## src/rtl/mesh_link_tx.sv

```systemverilog
// mesh_link_tx: buffers packets in a FIFO and sends each as a header beat then a payload beat
module mesh_link_tx #(
    parameter int DEPTH = 4
) (
    input  logic                       clk,
    input  logic                       nrst,
    input  logic                       enq_valid,
    output logic                       enq_ready,
    input  logic [2:0]                 enq_location,
    input  logic [4:0]                 enq_address,
    input  logic [7:0]                 enq_word,
    output logic                       link_valid,
    input  logic                       link_ready,
    output logic [7:0]                 link_data,
    output logic                       link_first,
    output logic [$clog2(DEPTH+1)-1:0] count,
    output logic                       busy
);
    localparam int AW = $clog2(DEPTH);
    localparam int CW = $clog2(DEPTH + 1);

    if (DEPTH < 2 || (DEPTH & (DEPTH - 1)) != 0) begin : g_bad_depth
        $error("mesh_link_tx: DEPTH must be a power of 2 and at least 2");
    end

    typedef enum logic [1:0] {IDLE, HEADER, PAYLOAD} state_t;

    state_t         state, next;
    logic [15:0]    mem [DEPTH];
    logic [AW-1:0]  wp, rp;
    logic [15:0]    head;
    logic           push, pop;

    assign head      = mem[rp];
    assign enq_ready = count != CW'(DEPTH);
    assign push      = enq_valid & enq_ready;
    assign pop       = state == PAYLOAD && link_ready;

    always_ff @(posedge clk) begin
        if (push)
            mem[wp] <= {enq_location, enq_address, enq_word};
    end

    always_ff @(posedge clk) begin
        if (!nrst) begin
            state <= IDLE;
            wp    <= '0;
            rp    <= '0;
            count <= '0;
        end else begin
            state <= next;
            if (push)
                wp <= wp + AW'(1);
            if (pop)
                rp <= rp + AW'(1);
            count <= count + CW'(push) - CW'(pop);
        end
    end

    always_comb begin
        next = state;
        next = state == IDLE ? (count != '0 ? HEADER : IDLE)
             : !link_ready   ? state
             : state == HEADER ? PAYLOAD
             : (count != CW'(1) || push) ? HEADER : IDLE;
    end

    assign link_valid = state != IDLE;
    assign link_first = state == HEADER;
    assign link_data  = state == HEADER ? head[15:8] : state == PAYLOAD ? head[7:0] : 8'h00;
    assign busy       = state != IDLE || count != '0;
endmodule
```

## config.mk

```make
export PLATFORM = sky130hd
export DESIGN_NAME = mesh_link_tx
export DESIGN_NICKNAME = d
export VERILOG_FILES = /design/src/rtl/mesh_link_tx.sv
export SDC_FILE = /design/constraint.sdc
export NUM_CORES = 1
export LEC_CHECK = 0
export ABC_AREA = 1
export BUFFER_PORTS_ARGS = -buffer_cell sky130_fd_sc_hd__buf_2
export CAP_MARGIN = 0
export CORE_UTILIZATION = 55
export DETAILED_ROUTE_END_ITERATION = 10
export PLACE_DENSITY = 0.78
export SLEW_MARGIN = 20
export SYNTH_ARGS = -nofsm -noshare
export SYNTH_HDL_FRONTEND = slang
export SYNTH_SLANG_ARGS = --single-unit
export TNS_END_PERCENT = 20
```

## constraint.sdc

```tcl
create_clock -name clk -period 2.2 [get_ports clk]
set_input_delay 0.44 -clock clk [delete_from_list [all_inputs] [get_ports clk]]
set_output_delay 0.44 -clock clk [all_outputs]
set_load 0.01 [all_outputs]
```

# --- Word-level counts from Yosys, hierarchy flattened ---
# Memory sizes are Yosys's and may differ from the RTL's. A register that Yosys moved wholly into a read port is not among the register bits.
# Cells that the tools add are included.
# W data, S select, Z words.
totals:
  output_inout_bits: 15
  inputBits: 20
  ram_bits: 64
  reg_bits: 9
  mem_count: 1
  word_cells: 32
memory_table:
  columns: ["memory", "words", "width", "read_ports", "rd_clocked_by_memory_dff", "write_ports", "line", "rtl"]
  rows:
  - ["mem", 4, 16, 1, 1, 1, "29", "logic [15:0] mem [DEPTH];"]
classes:
  bitwise: 1
  n_eq_ne: 4
  reduce_logical: 7
  add_sub_neg: 4
  mux: 11
op_table:
  columns: ["operator", "count"]
  rows:
  - ["$mux W8", 2]
  - ["$mux W2", 5]
  - ["$add A2 B1 Y2 const B", 2]
  - ["$mux W1", 4]
  - ["$reduce_bool A2 Y1", 2]
  - ["$add A3 B1 Y3", 1]
  - ["$ne A3 B1 Y1 const B", 1]
  - ["$ne A3 B3 Y1 const B", 1]
  - ["$reduce_bool A3 Y1", 1]
  - ["$sub A3 B1 Y3", 1]
  - ["$eq A2 B1 Y1 const B", 1]
  - ["$eq A2 B2 Y1 const B", 1]
  - ["$logic_not A2 Y1", 1]
  - ["$logic_or A1 B1 Y1", 2]
  - ["$and A1 B1 Y1", 1]
  - ["$logic_and A1 B1 Y1", 1]

# --- Depth between registers and ports, before layout ---
# Gate-level depths: netlist of run 1.
logic_depth:
  depth_word: 7
  mapped_depth: 12
  ltp_nobuf: 12

# --- Worst setup path after synthesis of run 1 ---
# Ideal clock, no wire load.
synth_path:
  path_kind: "reg-to-reg"
  start: "reg count[1]"
  end: "reg count[2]"
  setup_ns: 0.113
  t_required_ns: 2.087
  stages_incl_launch_ff: 13
  period_less_slack_ns: 2.009
  n_path_buf: 0
  setup_slack_ns: 0.191
  arrival_time_ns: 1.896
  path_cell_list: "dfxtp_1 > nor2_1 > nand2_1 > nand2_1 > ha_1 > inv_1 > ha_1 > inv_1 > fa_1 > inv_1 > nand2_1 > nand2_1 > nor2_1"
synth_via:
  elab_chain_cells: 4
synth_rtl:
  columns: ["element", "line", "rtl"]
  rows:
  - ["start: declaration", "16", "output logic [$clog2(DEPTH+1)-1:0] count,"]
  - ["start signal: assignment", "56", "count <= count + CW'(push) - CW'(pop);"]
  - ["$ne A3 B3 Y1", "35", "assign enq_ready = count != CW'(DEPTH);"]
  - ["via enq_ready", "8", "output logic enq_ready,"]
  - ["$and A1 B1 Y1", "36", "assign push = enq_valid & enq_ready;"]
  - ["$add A3 B1 Y3", "56", null]
  - ["$sub A3 B1 Y3", "56", null]
# The timed path passes the listed nets, and every way through them passes these cells.
# A chain may end at the register's enable or synchronous reset.

# --- Worst setup path after layout of run 1 ---
layout_path:
  start: "reg count[1]"
  end: "reg count[2]"
layout_via:
  elab_chain_cells: 4
layout_rtl:
  columns: ["element", "line"]
  rows:
  - ["$ne A3 B3 Y1", "35"]
  - ["$and A1 B1 Y1", "36"]
  - ["$add A3 B1 Y3 (*)", "56"]
  - ["$sub A3 B1 Y3 (*)", "56"]
# Mark *: on every way between the ends. The rest lies on a longest branch, timed or not.

==> metrics.csv, run 1 <==
stage,metric,value,unit
placement,place.gp.congestion,0.709,
synth,syn_area,3410,um^2
clock_network,post-cts-setup-buffer-count,0,
synth,synth.avg_cell_area,9.43,um^2
critical_path,rr_worst_depth,12,
synth,synth_edf_count,64,
synth,ys.flop_type,edfxtp_1,
critical_path,reg2reg_to,count[2]$_SDFF_PN0_,
critical_path,slowest_delay,390,ps
synth,synth_top_area_cell,edfxtp_1,
critical_path,cp-end-kind,register,
synth,yosys.area_share.adder,2.78,%
timing,worst_clock_skew,5.41,ps
critical_path,path_common_cell,nand2_1,
placement,placed_cells,469,
clock_network,numCtsBuffers,9,
global_route,grt.total_usage,22.1,%
timing,max_freq,0.498,GHz
floorplan,die_w,80.8,um
critical_path,cp_data_required_time,2440,ps
synth,synthSimpleGateAreaFrac,20.6,%
timing,setup_viol,0,
clock_network,htree_levels,3,
routing,viasPerCell,4.80,
floorplan,start_util,57.3,%
min_path,min_path_cells,1,
routing,postRouteAntennaNets,0,
critical_path,startpoint,count[1]$_SDFF_PN0_,
routing,routedWlPerCell,13.1,um
routing,drt-initial-drc-count,123,
clock_network,tritoncts,built,
final_layout,finalNetCount,432,
critical_path,crit_path_start_kind,register,
global_route,antenna_found_initial,1,
timing,slew_headroom,76.4,%
timing,worst_pin_slew,353,ps
clock_network,clkSinkCount,75,
synth,synth_common_cells,"nand2_1 (124), inv_1 (82), edfxtp_1 (64), nand3_1 (34), nor2_1 (13)",
min_path,hold_class,in2reg,
timing,hold_violations,0,
global_route,grt_pass1_vias,2218,
power_and_ir_drop,leakage,0.00186,uW
power_and_ir_drop,p_per_area,933,nW/um^2
synth,muxShareOfSynthArea,0,%
critical_path,path_delay_family,adder cells,
routing,wl,6350,um
final_layout,utilization,64.8,%
global_route,grt_pass1_wl,10200,um
synth,synth_top_area_share,56.3,%
critical_path,critical_path_class,reg2reg,
outcome,status,"complete, no violations",
final_layout,syn_to_final_growth,13.0,%
clock_network,insertion_delay,340,ps
synth,yosys_warnings,0,
floorplan,ios,35,
floorplan,die_y,80.8,um
timing,tns,0,ps
timing,grt_setup_unrepaired,false,
synth,synth-async-reset-ratio,0,%
synth,synth_area_leaders,"edfxtp_1 (56%), nand2_1 (14%), inv_1 (9.0%)",
placement,place_hpwl,4000,um
critical_path,crit_buf_inv,3,
synth,synth-compound-area-share,1.32,%
critical_path,cp_slowest_cell,dfxtp_2,
critical_path,rrSetupSlack,190,ps
synth,synthCells,362,
floorplan,fp-row-count,28,
routing,dr.pass1.iters,5,
final_layout,fillers,497,
placement,io_buffers,34,
floorplan,die_area,6530,um^2
synth,ys_ff_latch,75,
final_layout,drive_gt1_share,15.6,%
clock_network,clockBufferDepth,2,
synth,synth_most_common_cell,nand2_1,
critical_path,arrival,2250,ps
synth,syn-num-nets,389,
timing,post-route-period-util,91.2,%
clock_network,clkTransAtPathRegs,70,ps
critical_path,cp_cell_sequence,"nor2_1, nand2_1, nand2_1, ha_1, inv_1, ha_1, inv_1, fa_1, inv_1, nand2_1, nand2_1, nor2_1",
synth,synth_cell_types,19,
timing,finalCriticalPeriod,2010,ps
final_layout,stdcell_count,486,
critical_path,path_max_fanout,6,
global_route,grt_max_degree,33,
synth,synth-xor-area-share,0.257,%
timing,drv_slew,0,
routing,num_vias,2334,
critical_path,crit_cells,12,
power_and_ir_drop,ir_worst_vdd,578,uV
global_route,grt_overflow,0,
synth,synth_top_family_by_area,simple AND/OR/NAND/NOR gates,
critical_path,reg2reg_from,count[1]$_SDFF_PN0_,
routing,drc,0,
critical_path,worstSetupEndpoint,count[2]$_SDFF_PN0_,
floorplan,core-area,5960,um^2
synth,synth-seq-area-share,62.7,%
clock_network,root_buffer,clkbuf_8,
job,cap_viol_max_count,0,
-- registers in the layout, indices dropped and copies added, names as in the netlist, named ones only --
name	count
wp	2
mem	64
state	2
rp	2
count	3
-- routing by layer --
layer | GRT usage, % | wire length [um] | vias to the layer above
met5 | 0 | 0 | -
met1 | 25.5 | 2630 | 1057
met2 | 37.0 | 3130 | 68
li1 | - | - | 1195
met4 | 15.2 | 128 | 0
met3 | 4.61 | 464 | 14
-- stage by stage --
step / hold slack (ps) / power, uW / area, um^2 / setup slack [ps]
after floorplan: 464 / 2270 / 3410 / 191
after global placement: 482 / 2500 / 3650 / 242
after detailed placement: 501 / 2520 / 3650 / 170
after CTS: 289 / 3620 / 3850 / 126
after global routing: 294 / 3790 / 3860 / 0.715
final: 300 / 3600 / 3860 / 194
-- repair_timing --
item,in CTS,in global routing
hold buffers,0,0
resized for setup,0,1
setup endpoints to repair,0,1
-- cell families (layout without fill, tap and decap cells) --
| family | count (synthesis) | in the layout |
|---|---|---|
| compound gates | 9 | 9 |
| xor+xnor | 1 | 1 |
| fa+ha+maj | 7 | 7 |
| buf+inv | 96 | 144 |
| flops | 75 | 75 |
| other cells | 0 | 1 |
| simple gates | 174 | 174 |
-- worst min-delay path by stage --
stage,startpoint,end,slack [ps]
3_5_place_dp,rp[1]$_SDFFE_PN0P_,rp[1]$_SDFFE_PN0P_,500
6_report,enq_word[1],mem[2][1]$_DFFE_PP_,300
5_1_grt,enq_word[2],mem[2][2]$_DFFE_PP_,290
3_3_place_gp,rp[1]$_SDFFE_PN0P_,rp[1]$_SDFFE_PN0P_,480
4_1_cts,enq_word[1],mem[1][1]$_DFFE_PP_,290
2_1_floorplan,rp[1]$_SDFFE_PN0P_,register,460
-- layout by cell type, fill, tap and decap left out --
master,synthesis,routed
a21oi_1,7,7
buf_2,1,34
buf_4,4,8
bufinv_16,0,2
clkbuf_1,0,1
clkbuf_8,0,9
clkinv_2,0,4
dfxtp_1,11,10
dfxtp_2,0,1
diode_2,0,1
edfxtp_1,64,64
fa_1,1,1
ha_1,6,6
inv_1,82,82
inv_2,2,2
inv_4,2,2
nand2_1,124,124
nand2_2,1,1
nand3_1,34,34
nand3b_1,1,1
nor2_1,13,13
nor2_2,1,1
o21ai_0,2,2
xnor2_1,1,1
-- final cells by class --
cell class | count | area, um^2 | area share (%)
flip-flops and latches | 75 | 2140 | 55.5
multi-input cells | 191 | 853 | 22.1
inverters | 86 | 328 | 8.50
repair buffers | 42 | 230 | 5.97
clock buffers | 10 | 128 | 3.31
well taps | 75 | 93.8 | 2.43
clock inverters | 6 | 80.1 | 2.08
diodes | 1 | 2.50 | 0.0649
-- power by group --
part           switching (uW)  leakage [uW]  internal, uW
clock                     478      0.000110           631
combinational             457       0.00108           249
sequential               68.4      0.000677          1720
Power figures use the tool's default switching activity.
==> run 2: changes to the inputs <==
--- a/config.mk
+++ b/config.mk
@@ -10,7 +10,9 @@
 export CAP_MARGIN = 0
 export CORE_UTILIZATION = 55
 export DETAILED_ROUTE_END_ITERATION = 10
-export PLACE_DENSITY = 0.78
+export PLACE_DENSITY_LB_ADDON = 0.08
+export RECOVER_POWER = 25
+export SKIP_LAST_GASP = 1
 export SLEW_MARGIN = 20
 export SYNTH_ARGS = -nofsm -noshare
 export SYNTH_HDL_FRONTEND = slang
==> metrics.csv, run 2 (synthesized netlist as in run 1, its figures left out) <==
stage,metric,value,unit
power_and_ir_drop,leakage,0.00183,uW
timing,drv_slew,0,
job,cap_viol_max_count,0,
clock_network,insertion_delay,340,ps
timing,max_freq,0.508,GHz
final_layout,largest_register_ffs,64,
final_layout,syn_to_final_growth,12.7,%
final_layout,reg.largest.list,"mem (64), count (3)",
timing,grt_setup_unrepaired,false,
final_layout,seq_area,2140,um^2
clock_network,numCtsBuffers,9,
final_layout,regMostFlops,mem,
critical_path,rr_worst_depth,12,
critical_path,reg2reg_to,count[2]$_SDFF_PN0_,
timing,fin_ws,230,ps
floorplan,die_area,6530,um^2
routing,dr.pass1.iters,4,
clock_network,htree_levels,3,
floorplan,die_y,80.8,um
clock_network,cts_resized,0,
timing,hold_violations,0,
global_route,grt_max_degree,33,
final_layout,utilization,64.6,%
timing,tns,0,ps
critical_path,cp_data_required_time,2430,ps
floorplan,die_w,80.8,um
power_and_ir_drop,ir_worst_vdd,517,uV
clock_network,clkSinkCount,75,
outcome,status,"complete, no violations",
critical_path,critical_path_class,reg2reg,
clock_network,tritoncts,built,
clock_network,cts_hold_buf,0,
routing,drc,0,
critical_path,path_max_fanout,6,
routing,routedWlPerCell,12.2,um
placement,dp_slack,157,ps
final_layout,fillers,488,
global_route,antenna_found_initial,0,
timing,worst_clock_skew,13.3,ps
clock_network,post-cts-setup-buffer-count,0,
floorplan,core-area,5960,um^2
routing,wl,5950,um
placement,io_buffers,34,
timing,finalCriticalPeriod,1970,ps
global_route,grt_pass1_wl,9210,um
clock_network,clkTransAtPathRegs,80,ps
timing,worst_pin_slew,323,ps
placement,place.gp.congestion,0.730,
floorplan,start_util,57.3,%
timing,post-route-period-util,89.5,%
critical_path,arrival,2200,ps
final_layout,n_antenna_cell,0,
final_layout,drive_gt1_share,13.1,%
routing,drt-initial-drc-count,133,
clock_network,root_buffer,clkbuf_8,
final_layout,final_cell_mix,"nand2_1 (123), inv_1 (82), edfxtp_1 (64)",
min_path,min_to,mem[1][4]$_DFFE_PP_,
final_layout,finalNetCount,433,
routing,num_vias,2221,
routing,viasPerCell,4.57,
global_route,grt_overflow,0,
final_layout,multiInputGateArea,856,um^2
global_route,grt.total_usage,20.1,%
min_path,hold_class,in2reg,
final_layout,final_common_cell,nand2_1,
power_and_ir_drop,p_per_area,918,nW/um^2
timing,slew_headroom,78.5,%
min_path,worstHoldStart,enq_word[4],
clock_network,clockBufferDepth,2,
critical_path,cp-end-kind,register,
routing,postRouteAntennaNets,0,
critical_path,crit_path_start_kind,register,
timing,setup_viol,0,
placement,place_hpwl,3810,um
min_path,min_path_cells,1,
floorplan,fp-row-count,28,
critical_path,rrSetupSlack,230,ps
critical_path,startpoint,count[1]$_SDFF_PN0_,
critical_path,reg2reg_from,count[1]$_SDFF_PN0_,
global_route,grt_pass1_vias,1957,
floorplan,ios,35,
[run 2: cell count changes in the layout (fill, tap and decap cells not counted), sizes merged]
cell / before / now
bufinv: 2 / 1
clkbuf: 10 / 24
clkinv: 4 / 3
diode: 1 / 0
buf: 42 / 31
[run 2: report_power, final]
group / total (uW) / switching [uW] / internal [uW]
combinational: 694 / 445 / 249
clock: 1050 / 467 / 585
sequential: 1780 / 66.1 / 1720
total: 3530 / 978 / 2550
[run 2: worst max-delay path by stage]
| stage | to | slack (ps) | cells after the start |
|---|---|---|---|
| finish | count[2]$_SDFF_PN0_ | 230 | 12 |
| global route | count[2]$_SDFF_PN0_ | 40 | 12 |
| CTS | count[2]$_SDFF_PN0_ | 120 | 12 |
| detailed placement | count[2]$_SDFF_PN0_ | 160 | 12 |
| global placement | count[2]$_SDFF_PN0_ | 230 | 12 |
| floorplan | count[2]$_SDFF_PN0_ | 190 | 12 |
[run 2: final cells by class]
class | count | area share [%]
clock buffers | 12 | 4.03
clock inverters | 4 | 1.27
flip-flops and latches | 75 | 55.7
multi-input cells | 191 | 22.2
well taps | 75 | 2.44
repair buffers | 43 | 5.79
inverters | 86 | 8.52
[run 2: through the flow]
| stage | hold WS (ps) | total power (uW) | cell area, um^2 | instances |
|---|---|---|---|---|
| finish | 327 | 3530 | 3850 | 486 |
| global placement | 487 | 2500 | 3650 | 470 |
| floorplan | 464 | 2270 | 3410 | 362 |
| CTS | 304 | 3560 | 3860 | 486 |
| detailed placement | 491 | 2520 | 3650 | 470 |
| global route | 318 | 3730 | 3850 | 486 |
[run 2: per-layer routing]
layer,GRT usage [%],part of all wire [%],vias to the layer above
met4,9.64,0.74,0
li1,-,-,1198
met2,32.3,48,39
met1,26.5,48,980
met3,3.82,3.7,4
met5,0,0,-
[run 2: critical path: stages, from the launching register on]
cell     delay, ps
dfxtp_2        390
nor2_1          60
nand2_1        160
nand2_2        110
ha_1           300
inv_1           70
ha_1           140
inv_1           50
fa_1           360
inv_1           80
nand2_1         50
nand2_1         60
nor2_1          30
